$ cat config.mk
export PLATFORM = sky130hd
export DESIGN_NAME = key_debounce
export DESIGN_NICKNAME = d
export VERILOG_FILES = /design/src/rtl/key_debounce.sv
export SDC_FILE = /design/constraint.sdc
export NUM_CORES = 1
export LEC_CHECK = 0
export ABC_AREA = 1
export CAP_MARGIN = 20
export CELL_PAD_IN_SITES_DETAIL_PLACEMENT = 0
export CELL_PAD_IN_SITES_GLOBAL_PLACEMENT = 1
export CORE_MARGIN = 4
export CORE_UTILIZATION = 46
export CTS_CLUSTER_DIAMETER = 40
export DETAILED_ROUTE_END_ITERATION = 10
export PLACE_DENSITY = 0.77
export SLEW_MARGIN = 20
export SYNTH_ARGS = -nofsm -noshare
export SYNTH_HDL_FRONTEND = slang
export SYNTH_SLANG_ARGS = --single-unit
export TNS_END_PERCENT = 5
$ cat constraint.sdc
create_clock -name I_10m_clk -period 1.9 [get_ports I_10m_clk]
set_input_delay 0.19 -clock I_10m_clk [delete_from_list [all_inputs] [get_ports I_10m_clk]]
set_output_delay 0.19 -clock I_10m_clk [all_outputs]
set_load 0.01 [all_outputs]
$ cat src/rtl/key_debounce.sv
// key_debounce: synchronise, debounce and event-decode an active-low push-button.
// Latency: press/release confirmed DEB_CYC+1 edges after the first edge sampling the new level.
// Backpressure: none; the outputs are single-cycle pulses and a level, with no flow control.
//
// Ports:
//   I_10m_clk      system clock, all logic on the rising edge
//   I_rst_n        asynchronous active-low reset (deassertion must meet recovery timing)
//   I_key_n        raw button, low = pressed, asynchronous to the clock
//   O_key_state    debounced level, 1 = pressed
//   O_key_press    one-cycle pulse on confirmed press
//   O_key_release  one-cycle pulse on confirmed release
//   O_key_long     one-cycle pulse once a confirmed hold has accumulated LONG_CYC pressed cycles
//
// DEB_CYC and LONG_CYC (derived below) must both be at least 2.
module key_debounce #(
    parameter int CLK_FREQ_HZ = 10_000_000,
    parameter int DEBOUNCE_MS = 20,
    parameter int LONG_MS     = 1000
) (
    input  logic I_10m_clk,
    input  logic I_rst_n,
    input  logic I_key_n,
    output logic O_key_state,
    output logic O_key_press,
    output logic O_key_release,
    output logic O_key_long
);

    localparam int DEB_CYC  = CLK_FREQ_HZ / 1000 * DEBOUNCE_MS;
    localparam int LONG_CYC = CLK_FREQ_HZ / 1000 * LONG_MS;
    localparam int DEB_W    = $clog2(DEB_CYC + 1);
    localparam int LONG_W   = $clog2(LONG_CYC + 1);

    // Terminal counts: the counters start at 1 (debounce) or 0 (long) on entry,
    // so reaching N-1 on a qualifying edge means N qualifying samples in total.
    localparam logic [DEB_W-1:0]  DEB_LAST  = DEB_W'(DEB_CYC - 1);
    localparam logic [LONG_W-1:0] LONG_LAST = LONG_W'(LONG_CYC - 1);
    localparam logic [DEB_W-1:0]  DEB_ONE   = DEB_W'(1);
    localparam logic [LONG_W-1:0] LONG_ONE  = LONG_W'(1);

    typedef enum logic [1:0] {
        IDLE       = 2'd0,
        PRESS_FILT = 2'd1,
        DOWN       = 2'd2,
        REL_FILT   = 2'd3
    } state_t;

    // ------------------------------------------------------------------
    // Input synchroniser. The key is inverted before the first flop so
    // that everything downstream works in "1 = pressed" terms and the
    // reset value 0 means "not pressed".
    // ------------------------------------------------------------------
    logic sync1_q;
    logic sync2_q;
    logic s_sync;

    always_ff @(posedge I_10m_clk or negedge I_rst_n) begin
        if (!I_rst_n) begin
            sync1_q <= 1'b0;
            sync2_q <= 1'b0;
        end else begin
            sync1_q <= ~I_key_n;
            sync2_q <= sync1_q;
        end
    end

    assign s_sync = sync2_q;

    // ------------------------------------------------------------------
    // FSM state and datapath registers
    // ------------------------------------------------------------------
    state_t              state_q,     state_d;
    logic [DEB_W-1:0]    deb_cnt_q,   deb_cnt_d;
    logic [LONG_W-1:0]   long_cnt_q,  long_cnt_d;
    logic                long_done_q, long_done_d;
    logic                key_state_q, key_state_d;
    logic                press_q,     press_d;
    logic                release_q,   release_d;
    logic                long_q,      long_d;

    always_ff @(posedge I_10m_clk or negedge I_rst_n) begin
        if (!I_rst_n) begin
            state_q     <= IDLE;
            deb_cnt_q   <= '0;
            long_cnt_q  <= '0;
            long_done_q <= 1'b0;
            key_state_q <= 1'b0;
            press_q     <= 1'b0;
            release_q   <= 1'b0;
            long_q      <= 1'b0;
        end else begin
            state_q     <= state_d;
            deb_cnt_q   <= deb_cnt_d;
            long_cnt_q  <= long_cnt_d;
            long_done_q <= long_done_d;
            key_state_q <= key_state_d;
            press_q     <= press_d;
            release_q   <= release_d;
            long_q      <= long_d;
        end
    end

    // ------------------------------------------------------------------
    // Next-state / output logic. Pulse outputs default to 0 every cycle,
    // which makes them self-clearing; each pulse is produced from a
    // distinct state/condition so two pulse types can never coincide.
    // ------------------------------------------------------------------
    always_comb begin
        state_d     = state_q;
        deb_cnt_d   = deb_cnt_q;
        long_cnt_d  = long_cnt_q;
        long_done_d = long_done_q;
        key_state_d = key_state_q;
        press_d     = 1'b0;
        release_d   = 1'b0;
        long_d      = 1'b0;

        case (state_q)
            IDLE: begin
                if (s_sync) begin
                    state_d   = PRESS_FILT;
                    deb_cnt_d = DEB_ONE;
                end
            end

            PRESS_FILT: begin
                if (!s_sync) begin
                    // Too short to be a press: drop it silently.
                    state_d = IDLE;
                end else if (deb_cnt_q == DEB_LAST) begin
                    state_d     = DOWN;
                    press_d     = 1'b1;
                    key_state_d = 1'b1;
                    long_cnt_d  = '0;
                    long_done_d = 1'b0;
                end else begin
                    deb_cnt_d = deb_cnt_q + DEB_ONE;
                end
            end

            DOWN: begin
                if (!s_sync) begin
                    state_d   = REL_FILT;
                    deb_cnt_d = DEB_ONE;
                end else if (!long_done_q) begin
                    if (long_cnt_q == LONG_LAST) begin
                        long_d      = 1'b1;
                        long_done_d = 1'b1;
                    end else begin
                        long_cnt_d = long_cnt_q + LONG_ONE;
                    end
                end
            end

            REL_FILT: begin
                if (s_sync) begin
                    // Release glitch: back to DOWN with the hold count intact.
                    // The hold counter only freezes on the cycles where the key
                    // reads released; this returning edge sees the key pressed
                    // and counts like any DOWN cycle, so each REL_FILT cycle
                    // postpones the long-press pulse by exactly one cycle.
                    state_d = DOWN;
                    if (!long_done_q) begin
                        if (long_cnt_q == LONG_LAST) begin
                            long_d      = 1'b1;
                            long_done_d = 1'b1;
                        end else begin
                            long_cnt_d = long_cnt_q + LONG_ONE;
                        end
                    end
                end else if (deb_cnt_q == DEB_LAST) begin
                    state_d     = IDLE;
                    release_d   = 1'b1;
                    key_state_d = 1'b0;
                end else begin
                    deb_cnt_d = deb_cnt_q + DEB_ONE;
                end
            end

            default: begin
                state_d = IDLE;
            end
        endcase
    end

    assign O_key_state   = key_state_q;
    assign O_key_press   = press_q;
    assign O_key_release = release_q;
    assign O_key_long    = long_q;

endmodule

==> impl_table.tex <==
\begin{tabular}{lr}
\hline
Metric & Value \\
\hline
\multicolumn{2}{l}{\textbf{Run status}} \\
\quad Status & completed \\
\multicolumn{2}{l}{\textbf{Synthesis}} \\
\quad Dominant register cell in the synthesized netlist & sky130\_fd\_sc\_hd\_\_dfrtp\_1 \\
\quad Most used standard cells in the synthesized netlist & sky130\_fd\_sc\_hd\_\_nand2\_1, sky130\_fd\_sc\_hd\_\_nor2\_1, sky130\_fd\_sc\_hd\_\_dfrtp\_1, sky130\_fd\_sc\_hd\_\_inv\_1, sky130\_fd\_sc\_hd\_\_nand3\_1 \\
\quad Yosys cell types & 27 \\
\quad Synth area leader & sky130\_fd\_sc\_hd\_\_dfrtp\_1 \\
\quad Post-synth EDFFs & 0 \\
\quad Number of nets produced by synthesis & between 400 and 500 \\
\quad Post-synthesis sequential area ratio & 38.8\% \\
\quad Largest cells by area after synthesis & sky130\_fd\_sc\_hd\_\_dfrtp\_1, sky130\_fd\_sc\_hd\_\_nand2\_1, sky130\_fd\_sc\_hd\_\_nor2\_1 \\
\quad Most repeated cell in the gate-level netlist after synthesis & sky130\_fd\_sc\_hd\_\_nand2\_1 \\
\quad Flip-flop and latch count after synthesis & between 50 and 60 \\
\quad Synthesized area per cell & a little over 7 um\^{}2 \\
\quad Fraction of post-synthesis cell area in the top cell type by area & roughly two fifths \\
\quad Post-Synthesis Cell Area & around 3300 um\^{}2 \\
\quad Number of warnings printed during yosys synthesis & 0 \\
\quad Post-synthesis instance total & about 460 \\
\quad Async set-reset flop share out of synthesis & 100\% \\
\multicolumn{2}{l}{\textbf{Global routing}} \\
\quad Final global-route overflow total & 0 \\
\quad Overall fraction of global-route tracks in use & 19.4\% \\
\quad Vias in the first global route & 2783 \\
\quad Largest net degree at the start of global routing & 52 \\
\quad Number of antenna violations at the first check in global routing & 0 \\
\quad First-pass GRT wire length & about 13000 um \\
\multicolumn{2}{l}{\textbf{Setup path}} \\
\quad Register-to-Register Setup Slack & approximately 0.18 ns \\
\quad Critical path startpoint category & register \\
\quad Crit Path Max Fanout & 9 \\
\quad Worst setup path endpoint & long\_cnt\_q[8] \\
\quad Destination of the worst register-to-register timing path & long\_cnt\_q[8] \\
\quad R2R depth & 9 \\
\quad Endpoint kind of the worst setup timing path & register \\
\quad Reg-to-reg startpoint & long\_cnt\_q[1] \\
\quad Start point of the critical path & long\_cnt\_q[1] \\
\quad Worst EP arrival & about 1.9 ns \\
\quad Startpoint-to-endpoint class of the critical path & register to register \\
\quad Required time reported for the critical path endpoint & between 2 and 2.5 ns \\
\multicolumn{2}{l}{\textbf{Final layout}} \\
\quad Count of inserted antenna diode cells & 0 \\
\quad Non-Filler Instances & about 580 \\
\quad Final \#Nets & between 400 and 500 \\
\quad Area added between synthesis and finish & 10.0\% \\
\quad Share of final-layout standard cells stronger than drive strength 1 & 11.4\% \\
\multicolumn{2}{l}{\textbf{Detailed routing}} \\
\quad DR WL/cell & 13.3 um \\
\quad Aggregate routed wire length & between 7000 and 8000 um \\
\quad DRC violation count after routing & 0 \\
\quad Drt first-iter violations & 143 \\
\quad Post-detailed-route count of antenna-violating nets & 0 \\
\quad First-pass DRT Iterations & 5 \\
\quad Number of vias after detailed routing & roughly 2.8k \\
\quad Avg Vias per Cell & around 5 \\
\multicolumn{2}{l}{\textbf{Die}} \\
\quad Number of placement rows & 30 \\
\quad Core region area & 6870 um\^{}2 \\
\quad I/O pins & 7 \\
\quad Die Height & about 90 um \\
\quad Initial standard-cell utilization of the core & roughly 48\% \\
\quad Floorplan die area & about 8600 um\^{}2 \\
\quad Chip Width & 92.6 um \\
\multicolumn{2}{l}{\textbf{Timing}} \\
\quad Final hold violations & 0 \\
\quad Transition at the pin with the smallest max-transition slack & around 0.35 ns \\
\quad Setup TNS Final & 0 ns \\
\quad Final-report max-slew violation count & 0 \\
\quad Peak Freq & 580 MHz \\
\quad Setup repair after global routing missed its margin & false \\
\quad Final setup skew & around 0.0069 ns \\
\quad Final critical delay including setup and external delays & 1.72 ns \\
\quad Final setup violation count & 0 \\
\quad Post-route fraction of the period consumed by the critical path & about nine tenths \\
\quad Rel. slew slack & between 70\% and 80\% \\
\multicolumn{2}{l}{\textbf{Power}} \\
\quad Share of power burned in combinational logic & 6.4\% \\
\quad Worst voltage drop across the vdd grid & 0.318 mV \\
\quad Internal power & between 1 and 1.5 mW \\
\quad Cell Pwr Density & 515 nW/um\^{}2 \\
\quad Net switching power & $\sim$470 uW \\
\quad Pleak & roughly 1.6 nW \\
\quad Proportion of power drawn by flip-flops and latches & approximately three fifths \\
\quad Fraction of power spent switching nets & around a quarter \\
\quad Relative contribution of the clock network to total power & 34.0\% \\
\multicolumn{2}{l}{\textbf{Placement}} \\
\quad Dpl hpwl & between 5000 and 6000 um \\
\quad Input/output buffers & 6 \\
\quad GP Congestion & 0.838 \\
\quad Number of placed instances with taps included & around 570 \\
\multicolumn{2}{l}{\textbf{CTS}} \\
\quad Maximum buffer depth of the clock tree & 2 \\
\quad Maximum level of the CTS H-tree & 2 \\
\quad Clock sink total & 51 \\
\quad Count of buffers added by post-CTS timing repair for setup & 0 \\
\quad Worst-Skew Late Latency & about 0.3 ns \\
\quad Clk root buf & sky130\_fd\_sc\_hd\_\_clkbuf\_8 \\
\quad Register clock-pin slew on the reported worst setup and hold paths & $\sim$0.1 ns \\
\quad Num CTS Buffers & 5 \\
\quad CTS tree & built \\
\multicolumn{2}{l}{\textbf{Min path}} \\
\quad Path type of the worst min-delay path & input port to register \\
\multicolumn{2}{l}{\textbf{Job}} \\
\quad Maxcap violations & 0 \\
\hline
\end{tabular}
stage by stage:
step,utilization (%),total power [mW],instance area [um^2],hold slack (ns),setup WS (ns)
global route,52.7,1.96,3620,0.367,0.0201
CTS,52.4,1.89,3600,0.341,0.138
finish,52.7,1.86,3620,0.357,0.176
floorplan,-,1.20,3290,-0.106,0.332
global placement,51.0,1.25,3500,0.205,0.179
detailed placement,51.0,1.25,3500,0.209,0.151
kinds of logic (layout without fill, tap and decap cells):
family                   Yosys count  in the layout  share of synthesized area (%)
AND/OR/NAND/NOR                  291            292                           38.5
AO/OA/AOI/OAI                     39             39                           7.99
buffers and inverters             58             74                           7.83
adder cells (fa/ha/maj)            2              2                          0.760
flip-flops                        51             51                           38.8
XOR/XNOR                          23             23                           6.12
metal layers:
| layer | share of wire (%) | vias up | track usage (%) |
|---|---|---|---|
| met5 | 0 | - | 0 |
| met3 | 1.4 | 10 | 2.68 |
| met1 | 44 | 1283 | 23.2 |
| met2 | 52 | 28 | 35.1 |
| met4 | 2.2 | 0 | 7.55 |
| li1 | - | 1486 | - |
critical path: stages, from the launching register on:
cell                       delay [ns]
sky130_fd_sc_hd__dfrtp_1         0.42
sky130_fd_sc_hd__ha_1            0.25
sky130_fd_sc_hd__nand2_1         0.07
sky130_fd_sc_hd__nor2_1          0.10
sky130_fd_sc_hd__nand2_1         0.08
sky130_fd_sc_hd__nor2_1          0.11
sky130_fd_sc_hd__nand3b_1        0.16
sky130_fd_sc_hd__nand3_4         0.18
sky130_fd_sc_hd__buf_12          0.15
sky130_fd_sc_hd__o21ai_0         0.08
how the worst min path moves through the flow:
stage,from,end,slack [ns],depth (start not counted)
after floorplan,I_rst_n,O_key_long,-0.11,0
after global placement,I_rst_n,long_cnt_q[17],0.21,2
after detailed placement,I_rst_n,long_cnt_q[17],0.21,2
after CTS,I_key_n,sync1_q,0.34,2
after global routing,I_key_n,sync1_q,0.37,2
final,I_key_n,sync1_q,0.36,2
sequential cells by signal (all words and copies together), names as in the netlist, named ones only:
register and count:
long_done_q 1, deb_cnt_q 18, long_cnt_q 24, O_key_long 1, sync1_q 1, state_q 1, O_key_state 1, O_key_press 1
s_sync 1, O_key_release 1
what timing repair did:
item / CTS / global route
gates resized for setup: 0 / 1
setup endpoints to repair: 0 / 11
endpoints found under the hold margin: 51 / 0
hold buffers: 1 / 0
layout make-up:
| cell class | instances | area, um^2 |
|---|---|---|
| Clock buffer | 5 | 68.8 |
| Clock inverter | 3 | 18.8 |
| Fill cell | 691 | 3250 |
| Inverter | 49 | 184 |
| Multi-Input combinational cell | 356 | 1770 |
| Sequential cell | 51 | 1280 |
| Tap cell | 96 | 120 |
| Timing Repair Buffer | 17 | 178 |
power by group through the flow:
stage | Sequential, mW | Combinational (mW) | Clock (mW)
floorplan | 1.13 | 0.0660 | 0
global placement | 1.13 | 0.116 | 0
detailed placement | 1.13 | 0.117 | 0
CTS | 1.11 | 0.118 | 0.664
global route | 1.11 | 0.135 | 0.708
finish | 1.11 | 0.118 | 0.634
cell usage in the layout, fill, tap and decap left out:
| cell | count |
|---|---|
| sky130_fd_sc_hd__dfrtp_1 | 51 |
| sky130_fd_sc_hd__nor4_1 | 1 |
| sky130_fd_sc_hd__inv_1 | 46 |
| sky130_fd_sc_hd__nand2_2 | 2 |
| sky130_fd_sc_hd__nand3_4 | 3 |
| sky130_fd_sc_hd__clkdlybuf4s50_1 | 5 |
| sky130_fd_sc_hd__nor2_2 | 4 |
| sky130_fd_sc_hd__inv_2 | 3 |
| sky130_fd_sc_hd__nand4_1 | 9 |
| sky130_fd_sc_hd__ha_1 | 2 |
| sky130_fd_sc_hd__and2_1 | 1 |
| sky130_fd_sc_hd__o21ai_4 | 1 |
| sky130_fd_sc_hd__dlygate4sd3_1 | 1 |
| sky130_fd_sc_hd__xor2_1 | 18 |
| sky130_fd_sc_hd__buf_12 | 3 |
| sky130_fd_sc_hd__nand2_1 | 161 |
| sky130_fd_sc_hd__nor3_1 | 3 |
| sky130_fd_sc_hd__nand2_4 | 1 |
| sky130_fd_sc_hd__nand3b_1 | 2 |
| sky130_fd_sc_hd__o21ai_0 | 23 |
| sky130_fd_sc_hd__xnor2_1 | 5 |
| sky130_fd_sc_hd__o21ai_2 | 15 |
| sky130_fd_sc_hd__nand3_2 | 6 |
| sky130_fd_sc_hd__buf_2 | 1 |
| sky130_fd_sc_hd__inv_6 | 1 |
| sky130_fd_sc_hd__clkinv_2 | 2 |
| sky130_fd_sc_hd__nor2_4 | 1 |
| sky130_fd_sc_hd__clkbuf_8 | 5 |
| sky130_fd_sc_hd__buf_4 | 7 |
| sky130_fd_sc_hd__nand3_1 | 33 |
| sky130_fd_sc_hd__nor2_1 | 65 |
No activity file was read; power rests on OpenSTA's default activity.
